[src/rtl/csr_regfile.sv]
// rtl/csr_regfile.sv - CSR file: masked writes, exception/ertn commit, interrupt and timer state.
// Optional macro CSR_TIMER_EN enables TCFG/TVAL/TICLR and the timer interrupt IS[11].
module csr_regfile (
  input  logic        clk,
  input  logic        resetn,
  input  logic [13:0] csr_rnum,
  output logic [31:0] csr_rvalue,
  input  logic        csr_we,
  input  logic [13:0] csr_wnum,
  input  logic [31:0] csr_wmask,
  input  logic [31:0] csr_wval,
  input  logic        wb_exc,
  input  logic [5:0]  wb_ecode,
  input  logic [8:0]  wb_esubcode,
  input  logic [31:0] wb_pc,
  input  logic [31:0] wb_vaddr,
  input  logic        ertn_flush,
  input  logic [7:0]  hw_int_in,
  input  logic        ipi_int_in,
  output logic [31:0] ex_entry,
  output logic [31:0] era_pc,
  output logic        has_int
);

  localparam logic [13:0] CSR_CRMD   = 14'h00;
  localparam logic [13:0] CSR_PRMD   = 14'h01;
  localparam logic [13:0] CSR_ECFG   = 14'h04;
  localparam logic [13:0] CSR_ESTAT  = 14'h05;
  localparam logic [13:0] CSR_ERA    = 14'h06;
  localparam logic [13:0] CSR_BADV   = 14'h07;
  localparam logic [13:0] CSR_EENTRY = 14'h0C;
  localparam logic [13:0] CSR_SAVE0  = 14'h30;
  localparam logic [13:0] CSR_SAVE1  = 14'h31;
  localparam logic [13:0] CSR_SAVE2  = 14'h32;
  localparam logic [13:0] CSR_SAVE3  = 14'h33;
  localparam logic [13:0] CSR_TID    = 14'h40;
  localparam logic [13:0] CSR_TCFG   = 14'h41;
  localparam logic [13:0] CSR_TVAL   = 14'h42;
  localparam logic [13:0] CSR_TICLR  = 14'h44;

  localparam logic [5:0] ECODE_ADE = 6'h08;
  localparam logic [5:0] ECODE_ALE = 6'h09;

  logic [1:0]  crmd_plv_q, crmd_plv_d;
  logic        crmd_ie_q, crmd_ie_d;
  logic [1:0]  prmd_pplv_q, prmd_pplv_d;
  logic        prmd_pie_q, prmd_pie_d;
  logic [12:0] ecfg_lie_q, ecfg_lie_d;
  logic [12:0] estat_is_q, estat_is_d;
  logic [5:0]  estat_ecode_q, estat_ecode_d;
  logic [8:0]  estat_esub_q, estat_esub_d;
  logic [31:0] era_q, era_d;
  logic [31:0] badv_q, badv_d;
  logic [25:0] eentry_q, eentry_d;
  logic [31:0] save_q [0:3];
  logic [31:0] save_d [0:3];
  logic [31:0] tid_q, tid_d;

  logic [31:0] crmd_val, prmd_val, ecfg_val, estat_val, eentry_val;
  logic [31:0] wdata;
  logic        timer_is;

`ifdef CSR_TIMER_EN
  logic [31:0] tcfg_q, tcfg_d;
  logic [31:0] tval_q, tval_d;
  logic        tcfg_wr, ticlr_clr, timer_fire;
`endif

  function automatic logic [31:0] merge(input logic [31:0] old_v,
                                        input logic [31:0] mask,
                                        input logic [31:0] val);
    return (old_v & ~mask) | (val & mask);
  endfunction

  assign crmd_val   = {28'd0, 1'b1, crmd_ie_q, crmd_plv_q};
  assign prmd_val   = {29'd0, prmd_pie_q, prmd_pplv_q};
  assign ecfg_val   = {19'd0, ecfg_lie_q};
  assign estat_val  = {1'b0, estat_esub_q, estat_ecode_q, 3'd0, estat_is_q};
  assign eentry_val = {eentry_q, 6'd0};

  always_comb begin
    csr_rvalue = 32'd0;
    case (csr_rnum)
      CSR_CRMD:   csr_rvalue = crmd_val;
      CSR_PRMD:   csr_rvalue = prmd_val;
      CSR_ECFG:   csr_rvalue = ecfg_val;
      CSR_ESTAT:  csr_rvalue = estat_val;
      CSR_ERA:    csr_rvalue = era_q;
      CSR_BADV:   csr_rvalue = badv_q;
      CSR_EENTRY: csr_rvalue = eentry_val;
      CSR_SAVE0, CSR_SAVE1, CSR_SAVE2, CSR_SAVE3:
                  csr_rvalue = save_q[csr_rnum[1:0]];
      CSR_TID:    csr_rvalue = tid_q;
`ifdef CSR_TIMER_EN
      CSR_TCFG:   csr_rvalue = tcfg_q;
      CSR_TVAL:   csr_rvalue = tval_q;
`endif
      default:    csr_rvalue = 32'd0;
    endcase
  end

  // Commit priority: exception, then ertn, then an ordinary CSR write.
  always_comb begin
    crmd_plv_d    = crmd_plv_q;
    crmd_ie_d     = crmd_ie_q;
    prmd_pplv_d   = prmd_pplv_q;
    prmd_pie_d    = prmd_pie_q;
    ecfg_lie_d    = ecfg_lie_q;
    estat_ecode_d = estat_ecode_q;
    estat_esub_d  = estat_esub_q;
    era_d         = era_q;
    badv_d        = badv_q;
    eentry_d      = eentry_q;
    tid_d         = tid_q;
    for (int i = 0; i < 4; i++) save_d[i] = save_q[i];
    wdata         = 32'd0;
    estat_is_d    = {ipi_int_in, timer_is, 1'b0, hw_int_in, estat_is_q[1:0]};
`ifdef CSR_TIMER_EN
    tcfg_wr       = 1'b0;
    ticlr_clr     = 1'b0;
`endif

    if (wb_exc) begin
      prmd_pplv_d   = crmd_plv_q;
      prmd_pie_d    = crmd_ie_q;
      crmd_plv_d    = 2'd0;
      crmd_ie_d     = 1'b0;
      era_d         = wb_pc;
      estat_ecode_d = wb_ecode;
      estat_esub_d  = wb_esubcode;
      if (wb_ecode == ECODE_ADE && wb_esubcode == 9'd0)
        badv_d = wb_pc;
      else if (wb_ecode == ECODE_ALE)
        badv_d = wb_vaddr;
    end else if (ertn_flush) begin
      crmd_plv_d = prmd_pplv_q;
      crmd_ie_d  = prmd_pie_q;
    end else if (csr_we) begin
      case (csr_wnum)
        CSR_CRMD: begin
          wdata      = merge(crmd_val, csr_wmask, csr_wval);
          crmd_plv_d = wdata[1:0];
          crmd_ie_d  = wdata[2];
        end
        CSR_PRMD: begin
          wdata       = merge(prmd_val, csr_wmask, csr_wval);
          prmd_pplv_d = wdata[1:0];
          prmd_pie_d  = wdata[2];
        end
        CSR_ECFG: begin
          wdata      = merge(ecfg_val, csr_wmask, csr_wval);
          ecfg_lie_d = wdata[12:0] & 13'h1BFF;
        end
        CSR_ESTAT: begin
          wdata            = merge(estat_val, csr_wmask, csr_wval);
          estat_is_d[1:0]  = wdata[1:0];
        end
        CSR_ERA:    era_d    = merge(era_q, csr_wmask, csr_wval);
        CSR_BADV:   badv_d   = merge(badv_q, csr_wmask, csr_wval);
        CSR_EENTRY: begin
          wdata    = merge(eentry_val, csr_wmask, csr_wval);
          eentry_d = wdata[31:6];
        end
        CSR_SAVE0, CSR_SAVE1, CSR_SAVE2, CSR_SAVE3:
          save_d[csr_wnum[1:0]] = merge(save_q[csr_wnum[1:0]], csr_wmask, csr_wval);
        CSR_TID:    tid_d    = merge(tid_q, csr_wmask, csr_wval);
`ifdef CSR_TIMER_EN
        CSR_TCFG:   tcfg_wr   = 1'b1;
        CSR_TICLR:  ticlr_clr = csr_wval[0] & csr_wmask[0];
`endif
        default: ;
      endcase
    end
  end

`ifdef CSR_TIMER_EN
  // A TCFG write reloads the counter; otherwise count down, reloading at 0 only when periodic.
  always_comb begin
    tcfg_d     = tcfg_q;
    tval_d     = tval_q;
    timer_fire = 1'b0;
    if (tcfg_q[0] && tval_q != 32'd0) begin
      tval_d     = tval_q - 32'd1;
      timer_fire = (tval_q == 32'd1);
    end else if (tcfg_q[0] && tcfg_q[1]) begin
      tval_d = {tcfg_q[31:2], 2'b00};
    end
    if (tcfg_wr) begin
      tcfg_d = merge(tcfg_q, csr_wmask, csr_wval);
      tval_d = {tcfg_d[31:2], 2'b00};
    end
    if (timer_fire)
      timer_is = 1'b1;
    else if (ticlr_clr)
      timer_is = 1'b0;
    else
      timer_is = estat_is_q[11];
  end
`else
  assign timer_is = 1'b0;
`endif

  always_ff @(posedge clk) begin
    if (!resetn) begin
      crmd_plv_q    <= 2'd0;
      crmd_ie_q     <= 1'b0;
      prmd_pplv_q   <= 2'd0;
      prmd_pie_q    <= 1'b0;
      ecfg_lie_q    <= 13'd0;
      estat_is_q    <= 13'd0;
      estat_ecode_q <= 6'd0;
      estat_esub_q  <= 9'd0;
      era_q         <= 32'd0;
      badv_q        <= 32'd0;
      eentry_q      <= 26'd0;
      tid_q         <= 32'd0;
      for (int i = 0; i < 4; i++) save_q[i] <= 32'd0;
`ifdef CSR_TIMER_EN
      tcfg_q        <= 32'd0;
      tval_q        <= 32'd0;
`endif
    end else begin
      crmd_plv_q    <= crmd_plv_d;
      crmd_ie_q     <= crmd_ie_d;
      prmd_pplv_q   <= prmd_pplv_d;
      prmd_pie_q    <= prmd_pie_d;
      ecfg_lie_q    <= ecfg_lie_d;
      estat_is_q    <= estat_is_d;
      estat_ecode_q <= estat_ecode_d;
      estat_esub_q  <= estat_esub_d;
      era_q         <= era_d;
      badv_q        <= badv_d;
      eentry_q      <= eentry_d;
      tid_q         <= tid_d;
      for (int i = 0; i < 4; i++) save_q[i] <= save_d[i];
`ifdef CSR_TIMER_EN
      tcfg_q        <= tcfg_d;
      tval_q        <= tval_d;
`endif
    end
  end

  assign ex_entry = eentry_val;
  assign era_pc   = era_q;
  assign has_int  = (|(estat_is_q & ecfg_lie_q)) & crmd_ie_q;

endmodule
[config.mk]
export PLATFORM = sky130hd
export DESIGN_NAME = csr_regfile
export DESIGN_NICKNAME = d
export VERILOG_FILES = /design/src/rtl/csr_regfile.sv
export SDC_FILE = /design/constraint.sdc
export NUM_CORES = 1
export LEC_CHECK = 0
export CORE_ASPECT_RATIO = 1.1
export CORE_MARGIN = 1
export CORE_UTILIZATION = 53
export DETAILED_ROUTE_END_ITERATION = 7
export PLACE_DENSITY_LB_ADDON = 0.1
export SLEW_MARGIN = 20
export SYNTH_ARGS = -nofsm -noshare
export SYNTH_HDL_FRONTEND = slang
export SYNTH_SLANG_ARGS = --single-unit
export TNS_END_PERCENT = 1
[constraint.sdc]
create_clock -name clk -period 3.8 [get_ports clk]
set_input_delay 0.76 -clock clk [delete_from_list [all_inputs] [get_ports clk]]
set_output_delay 0.76 -clock clk [all_outputs]
set_load 0.05 [all_outputs]
==> impl_metrics.env, run 1 <==
export IMPL_drt_total_wl_mm=53.22
export IMPL_clockBufferDepth=3
export IMPL_grt_pass1_vias=14820
export IMPL_arrival_ns=2.93
export IMPL_io_buffers=275
export IMPL_critPathCapture="csr_rvalue[14]"
export IMPL_worstSetupPathType="primary input to primary output"
export IMPL_timing_fmax_mhz=271.2
export IMPL_antenna_found_initial=3
export IMPL_gp_congestion=0.8492
export IMPL_hold_ws_ns=0.4605
export IMPL_synth_area_leader_cell="dfxtp_1"
export IMPL_synth_cell_types=48
export IMPL_fin_setup_tns_ns=0
export IMPL_powerDensity_mw_per_mm2=346.4
export IMPL_area_growth_pct=30.12
export IMPL_synth_area_top_cells="dfxtp_1, mux4_2, mux2i_1"
export IMPL_yosysWarnings=0
export IMPL_rows=65
export IMPL_placed_cells=2330
export IMPL_final_antenna_net_count=0
export IMPL_drc=0
export IMPL_clock_skew_ns=0.009100
export IMPL_wl_per_cell_um=22.29
export IMPL_start_util_pct=53.96
export IMPL_cts_sinks=294
export IMPL_final_nets=2180
export IMPL_cts_tree="built"
export IMPL_min_delay_start="save_q[3][28]"
export IMPL_rrSetupSlack_ns=2.36
export IMPL_synth_async_reset_ratio_pct=0
export IMPL_period_minus_slack_ns=3.687
export IMPL_post_route_util_pct=70.21
export IMPL_hold_viol_final=0
export IMPL_netlist_instances=1765
export IMPL_r2r_start="save_q[3][30]"
export IMPL_core_area_mm2=0.02871
export IMPL_drtIter0Drc=1353
export IMPL_avgSynthCellArea_um2=8.776
export IMPL_fill_cells=2239
export IMPL_fin_cells=2388
export IMPL_hpwl_mm=34.63
export IMPL_dr_pass1_iters=6
export IMPL_gr_total_overflow=0
export IMPL_ys_seq_area_share_pct=38.00
export IMPL_die_h_um=181.3
export IMPL_cts_setup_buffers=0
export IMPL_min_path_type="flip-flop to flip-flop"
export IMPL_clk_insertion_delay_late_ns=0.56
export IMPL_power_leakage_nw=7.908
export IMPL_finalSetupViolCount=0
export IMPL_slew_headroom_pct=44.38
export IMPL_die_area_mm2=0.02991
export IMPL_ys_seq_elements=294
export IMPL_cts_root_buffer="clkbuf_16"
export IMPL_r2r_cells=4
export IMPL_grt_max_degree=85
export IMPL_cp_start_kind="primary input"
export IMPL_numCtsBuffers=31
export IMPL_routed_via_density=6.333
export IMPL_drv_slew=0
export IMPL_worst_slew_pin_slew_ns=0.8343
export IMPL_vias=15120
export IMPL_synth_flop_cell="dfxtp_1"
export IMPL_timing_final_ws_setup_ns=0.1129
export IMPL_clk_pin_slew_ns=0.06
export IMPL_synth_edf_count=0
export IMPL_preCtsSetupSlack_ns=-0.07665
export IMPL_finalCritPeriodShare_pct=97.03
export IMPL_grt_pass1_wl_mm=82.28
export IMPL_cp_end_kind="primary output"
export IMPL_crit_required_ns=3.04
export IMPL_max_cap_violations=0
export IMPL_grt_usage_pct=35.37
export IMPL_syn_area_mm2=0.01549
export IMPL_drive_gt1_share_pct=14.52
export IMPL_status="complete, no violations"
export IMPL_cp_max_fo=12
export IMPL_synth_top_area_share_pct=38.00
export IMPL_die_w_um=165
export IMPL_rr_endpoint="save_q[2][30]"
export IMPL_htreeDepth=1
export IMPL_cp_startpoint="csr_rnum[11]"
export IMPL_ir_drop_mv=0.3318
export IMPL_io_pin_count=282
layout make-up:
| cell class | count | area, um^2 | share of cell area [%] |
|---|---|---|---|
| Tap cell | 368 | 460.4 | 2.284 |
| Sequential cell | 294 | 5886 | 29.20 |
| Timing Repair Buffer | 343 | 3709 | 18.40 |
| Clock inverter | 9 | 101.3 | 0.5028 |
| Inverter | 43 | 166.4 | 0.8256 |
| Multi-Input combinational cell | 1282 | 8932 | 44.32 |
| Clock buffer | 47 | 895.9 | 4.445 |
| Antenna cell | 2 | 5.005 | 0.02483 |
layer usage:
| layer | vias to the layer above | global-route usage (%) | routed length, um |
|---|---|---|---|
| met2 | 855 | 58.54 | 25370 |
| li1 | 6800 | - | - |
| met1 | 7293 | 44.36 | 20460 |
| met5 | - | 0 | 0 |
| met4 | 0 | 17.69 | 2770 |
| met3 | 176 | 5.441 | 4617 |
kinds of logic (layout without fill, tap and decap cells):
logic type / Yosys count / count (layout) / share of synthesized area, %
muxes: 273 / 273 / 24.02
buffers and inverters: 194 / 442 / 5.266
and+or+nand+nor: 688 / 688 / 19.50
AOI/OAI and AO/OA: 315 / 315 / 13.19
DFF: 294 / 294 / 38.00
other: 1 / 8 / 0.02421
how the worst min path moves through the flow:
stage | endpoint | slack [ns] | cells after the start
4_1_cts | save_q[3][28] | 0.46 | 2
2_1_floorplan | save_q[2][0] | 0.44 | 2
3_3_place_gp | save_q[2][7] | 0.44 | 2
5_1_grt | save_q[3][9] | 0.49 | 2
3_5_place_dp | save_q[3][28] | 0.45 | 2
6_report | save_q[3][28] | 0.46 | 2
power breakdown:
part / total (mW) / internal [mW] / leakage [nW] / switching [mW]
clock network: 3.01 / 1.75 / 0.489 / 1.26
logic: 0.813 / 0.353 / 5.04 / 0.460
registers: 3.16 / 3.12 / 2.38 / 0.0343
cells in the mapped netlist (2+ instances only):
master,number
dfxtp_1,294
nand2_1,234
nor2_1,222
a21oi_1,166
mux2i_1,158
nand3_1,116
clkbuf_1,101
mux4_2,75
nor3_1,68
inv_1,42
mux2_2,37
o21ai_0,37
a221o_1,36
buf_2,30
a222oi_1,23
a22oi_1,20
a22o_1,19
and2_1,12
nor4_1,10
buf_1,9
buf_4,7
buf_6,3
mux2_1,3
nor4_4,3
o211ai_1,3
o21a_1,3
a221oi_1,2
a31oi_1,2
a32o_1,2
and3_1,2
nand2b_1,2
nand3b_1,2
nor2b_1,2
nor3_2,2
nor4_2,2
or2_2,2
or4_1,2
or4b_1,2
metrics by stage:
stage / power [mW] / area, um^2
2_1_floorplan: 3.615 / 15510
3_3_place_gp: 4.016 / 19110
3_5_place_dp: 4.024 / 19110
4_1_cts: 6.990 / 20120
5_1_grt: 7.175 / 20160
6_report: 6.982 / 20160
repair_timing:
item,4_1_cts,5_1_grt
gates resized for setup,1,5
setup endpoints to repair,3,9
pin swaps,2,3
hold buffers,0,0
placed cells by master (no fill, tap or decap), types with 6 or more instances in the layout:
cell type,Yosys,routed
a22o_1,19,19
conb_1,1,6
a221o_1,36,36
nand2_1,234,233
clkbuf_16,0,31
a222oi_1,23,23
dfxtp_1,294,294
mux2_2,37,37
o21ai_0,37,37
nand3_1,116,114
and2_1,12,9
a22oi_1,20,20
nor3_1,68,68
buf_4,7,58
inv_1,42,41
buf_12,0,44
mux2i_1,158,158
clkbuf_1,101,10
nor4_4,3,7
nor2_1,222,220
clkbuf_8,0,6
clkdlybuf4s50_1,0,237
mux4_2,75,75
a21oi_1,166,166
worst max-delay path: stages:
cell	delay (ns)
clkdlybuf4s50_1	0.44
nor4_4	0.35
nand3_4	0.17
nor4_2	0.36
buf_4	0.34
a32o_1	0.20
a221o_1	0.17
buf_12	0.15
Note: power is estimated with default switching activity, not from simulation.
==> run 2, diff against run 1 <==
--- a/config.mk
+++ b/config.mk
@@ -5,7 +5,7 @@
 export SDC_FILE = /design/constraint.sdc
 export NUM_CORES = 1
 export LEC_CHECK = 0
-export CORE_ASPECT_RATIO = 1.1
+export CORE_ASPECT_RATIO = 0.75
 export CORE_MARGIN = 1
 export CORE_UTILIZATION = 53
 export DETAILED_ROUTE_END_ITERATION = 7
==> run 2 against run 1 <==
The run now ends with DRC left. Global-route usage grew 1.5 points. Flip-flop and latch count is the same. Total power grew 1.3%. Via count grew 1.4%. Critical endpoint is now csr_rvalue[23]. Largest cell class unchanged. Routed wire length grew 5.3%. First-iteration DRC count grew 31%. Design area grew 0.47%. Highest routed layer unchanged. Critical path type unchanged.
==> impl_metrics.env, run 2 (synthesis results as in run 1) <==
export IMPL_slew_headroom_pct=32.40
export IMPL_violations="DRC"
export IMPL_die_area_mm2=0.02992
export IMPL_min_delay_start="save_q[2][22]"
export IMPL_fin_area_mm2=0.02025
export IMPL_status="complete, but fails checks"
export IMPL_p_sw_share_pct=25.62
export IMPL_power_mw=7.073
export IMPL_crit_required_ns=3.04
export IMPL_wl_per_cell_um=23.33
export IMPL_min_path_type="flip-flop to flip-flop"
export IMPL_min_path_cells=2
export IMPL_worstSetupPathType="primary input to primary output"
export IMPL_p_switching_mw=1.812
export IMPL_powerDensity_mw_per_mm2=349.3
export IMPL_ff_latch_area_mm2=0.005886
export IMPL_numCtsBuffers=30
export IMPL_placed_area_mm2=0.01916
export IMPL_crit_top_cell="nor4_4"
export IMPL_gr_total_overflow=0
export IMPL_drtIter0Drc=1779
export IMPL_rrSetupSlack_ns=2.31
export IMPL_r2r_start="save_q[2][30]"
export IMPL_cpPeakStageDelay_ns=0.46
export IMPL_final_antenna_net_count=0
export IMPL_hold_viol_final=0
export IMPL_multiInputGateArea_mm2=0.008919
export IMPL_rsz0062_at_grt="no"
export IMPL_final_nets=2176
export IMPL_cts_root_buffer="clkbuf_16"
export IMPL_dr_pass1_iters=8
export IMPL_internal_power_mw=5.261
export IMPL_crit_buf_inv=4
export IMPL_combPwrFrac_pct=11.9
export IMPL_routed_via_density=6.382
export IMPL_core_area_mm2=0.02838
export IMPL_power_leakage_nw=7.925
export IMPL_cts_sinks=294
export IMPL_drt_total_wl_mm=56.06
export IMPL_htreeDepth=1
export IMPL_fill_cells=2191
export IMPL_io_buffers=275
export IMPL_grt_pass1_vias=14730
export IMPL_drive_gt1_share_pct=14.44
export IMPL_die_w_um=199.4
export IMPL_cp_end_kind="primary output"
export IMPL_clock_skew_ns=0.01226
export IMPL_fin_setup_tns_ns=0
export IMPL_gp_congestion=0.8999
export IMPL_rows=53
export IMPL_antenna_found_initial=2
export IMPL_grt_max_degree=97
export IMPL_power_frac_seq_pct=44.7
export IMPL_r2r_cells=4
export IMPL_grt_pass1_wl_mm=84.71
export IMPL_start_util_pct=54.58
export IMPL_final_common_cell="dfxtp_1"
export IMPL_clk_insertion_delay_late_ns=0.56
export IMPL_drc=1
export IMPL_drv_slew=0
export IMPL_grt_usage_pct=36.90
export IMPL_cp_depth=9
export IMPL_area_growth_pct=30.73
export IMPL_io_pin_count=282
export IMPL_layout_common_cells="dfxtp_1, clkdlybuf4s50_1, nand2_1"
export IMPL_hpwl_mm=37.61
export IMPL_cts_tree="built"
export IMPL_die_h_um=150.1
export IMPL_whs_endpoint="save_q[2][22]"
export IMPL_period_minus_slack_ns=3.706
export IMPL_preCtsSetupSlack_ns=-0.03149
export IMPL_cts_hold_fix_buffers=0
export IMPL_worst_slew_pin_slew_ns=1.014
export IMPL_cp_max_fo=15
export IMPL_timing_final_ws_setup_ns=0.09432
export IMPL_max_cap_violations=0
export IMPL_power_frac_clock_pct=43.4
export IMPL_hold_ws_ns=0.4608
export IMPL_cp_start_kind="primary input"
export IMPL_finalCritPeriodShare_pct=97.52
export IMPL_clk_pin_slew_ns=0.06
export IMPL_ir_drop_mv=0.3622
export IMPL_vias=15340
export IMPL_crit_family="buffers and inverters"
export IMPL_finalSetupViolCount=0
export IMPL_clockBufferDepth=3
export IMPL_cp_slowest_cell="clkdlybuf4s50_1"
export IMPL_timing_fmax_mhz=269.9
export IMPL_rr_endpoint="save_q[1][30]"
export IMPL_crit_chain="clkdlybuf4s50_1, nor4_4, nand3_2, nor4_4, buf_6, buf_4, a222oi_1, nand2_1, buf_12"
export IMPL_arrival_ns=2.95
run 2: cell count changes in the layout (fill, tap and decap cells not counted), sizes merged:
cell	delta
clkinvlp	+1
diode	+1
buf	-3
clkinv	+2
clkbuf	-4
inv	+1
run 2: repair_timing:
| action | in CTS | in global routing |
|---|---|---|
| buffers inserted | 0 | 1 |
| resized for setup | 1 | 5 |
| pin swaps | 2 | 1 |
| gates cloned | 0 | 0 |
| endpoints found under the setup margin | 19 | 27 |
| endpoints found under the hold margin | 0 | 0 |
run 2: layer usage:
metal	GRT usage, %	vias to the layer above	share of wire, %
li1	-	6807	-
met1	50.60	7377	41
met2	56.59	995	43
met3	8.204	157	11
met4	14.39	0	4.0
met5	0	-	0
run 2: layout make-up:
| type | count | area share, % |
|---|---|---|
| tap | 385 | 2.379 |
| multi-input combinational | 1282 | 44.04 |
| clock buffer | 43 | 4.399 |
| sequential | 294 | 29.07 |
| clock inverter | 13 | 0.7229 |
| inverter | 43 | 0.8218 |
| timing repair buffer | 340 | 18.53 |
| antenna | 3 | 0.03707 |
run 2: worst reg2reg max path, cell delays in order (launching register included):
cell and delay (ns):
dfxtp_1 0.33, mux4_2 0.46, mux2_2 0.33, nor2_1 0.14, nor3_1 0.06
run 2: power groups by stage:
stage | Sequential [mW] | Combinational (mW) | Clock (mW)
after floorplan | 3.30 | 0.319 | 0
after global placement | 3.23 | 0.812 | 0
after detailed placement | 3.23 | 0.819 | 0
after CTS | 3.16 | 0.824 | 3.08
after global routing | 3.17 | 0.880 | 3.21
final | 3.16 | 0.839 | 3.07
run 2: worst max path at each step:
stage / startpoint / to / slack (ns)
CTS: csr_rnum[11] / csr_rvalue[23] / 0.03
floorplan: csr_rnum[11] / csr_rvalue[10] / 0.13
detailed placement: csr_rnum[11] / csr_rvalue[23] / -0.03
finish: csr_rnum[11] / csr_rvalue[23] / 0.09
global placement: csr_rnum[11] / csr_rvalue[23] / 0.06
global route: csr_rnum[11] / csr_rvalue[13] / 0.007
run 2: per-stage QoR:
step / std cells / util [%]
6_report: 2403 / 71.35
5_1_grt: 2402 / 71.34
4_1_cts: 2399 / 71.18
3_5_place_dp: 2343 / 67.50
3_3_place_gp: 2343 / 67.50
2_1_floorplan: 1770 / -
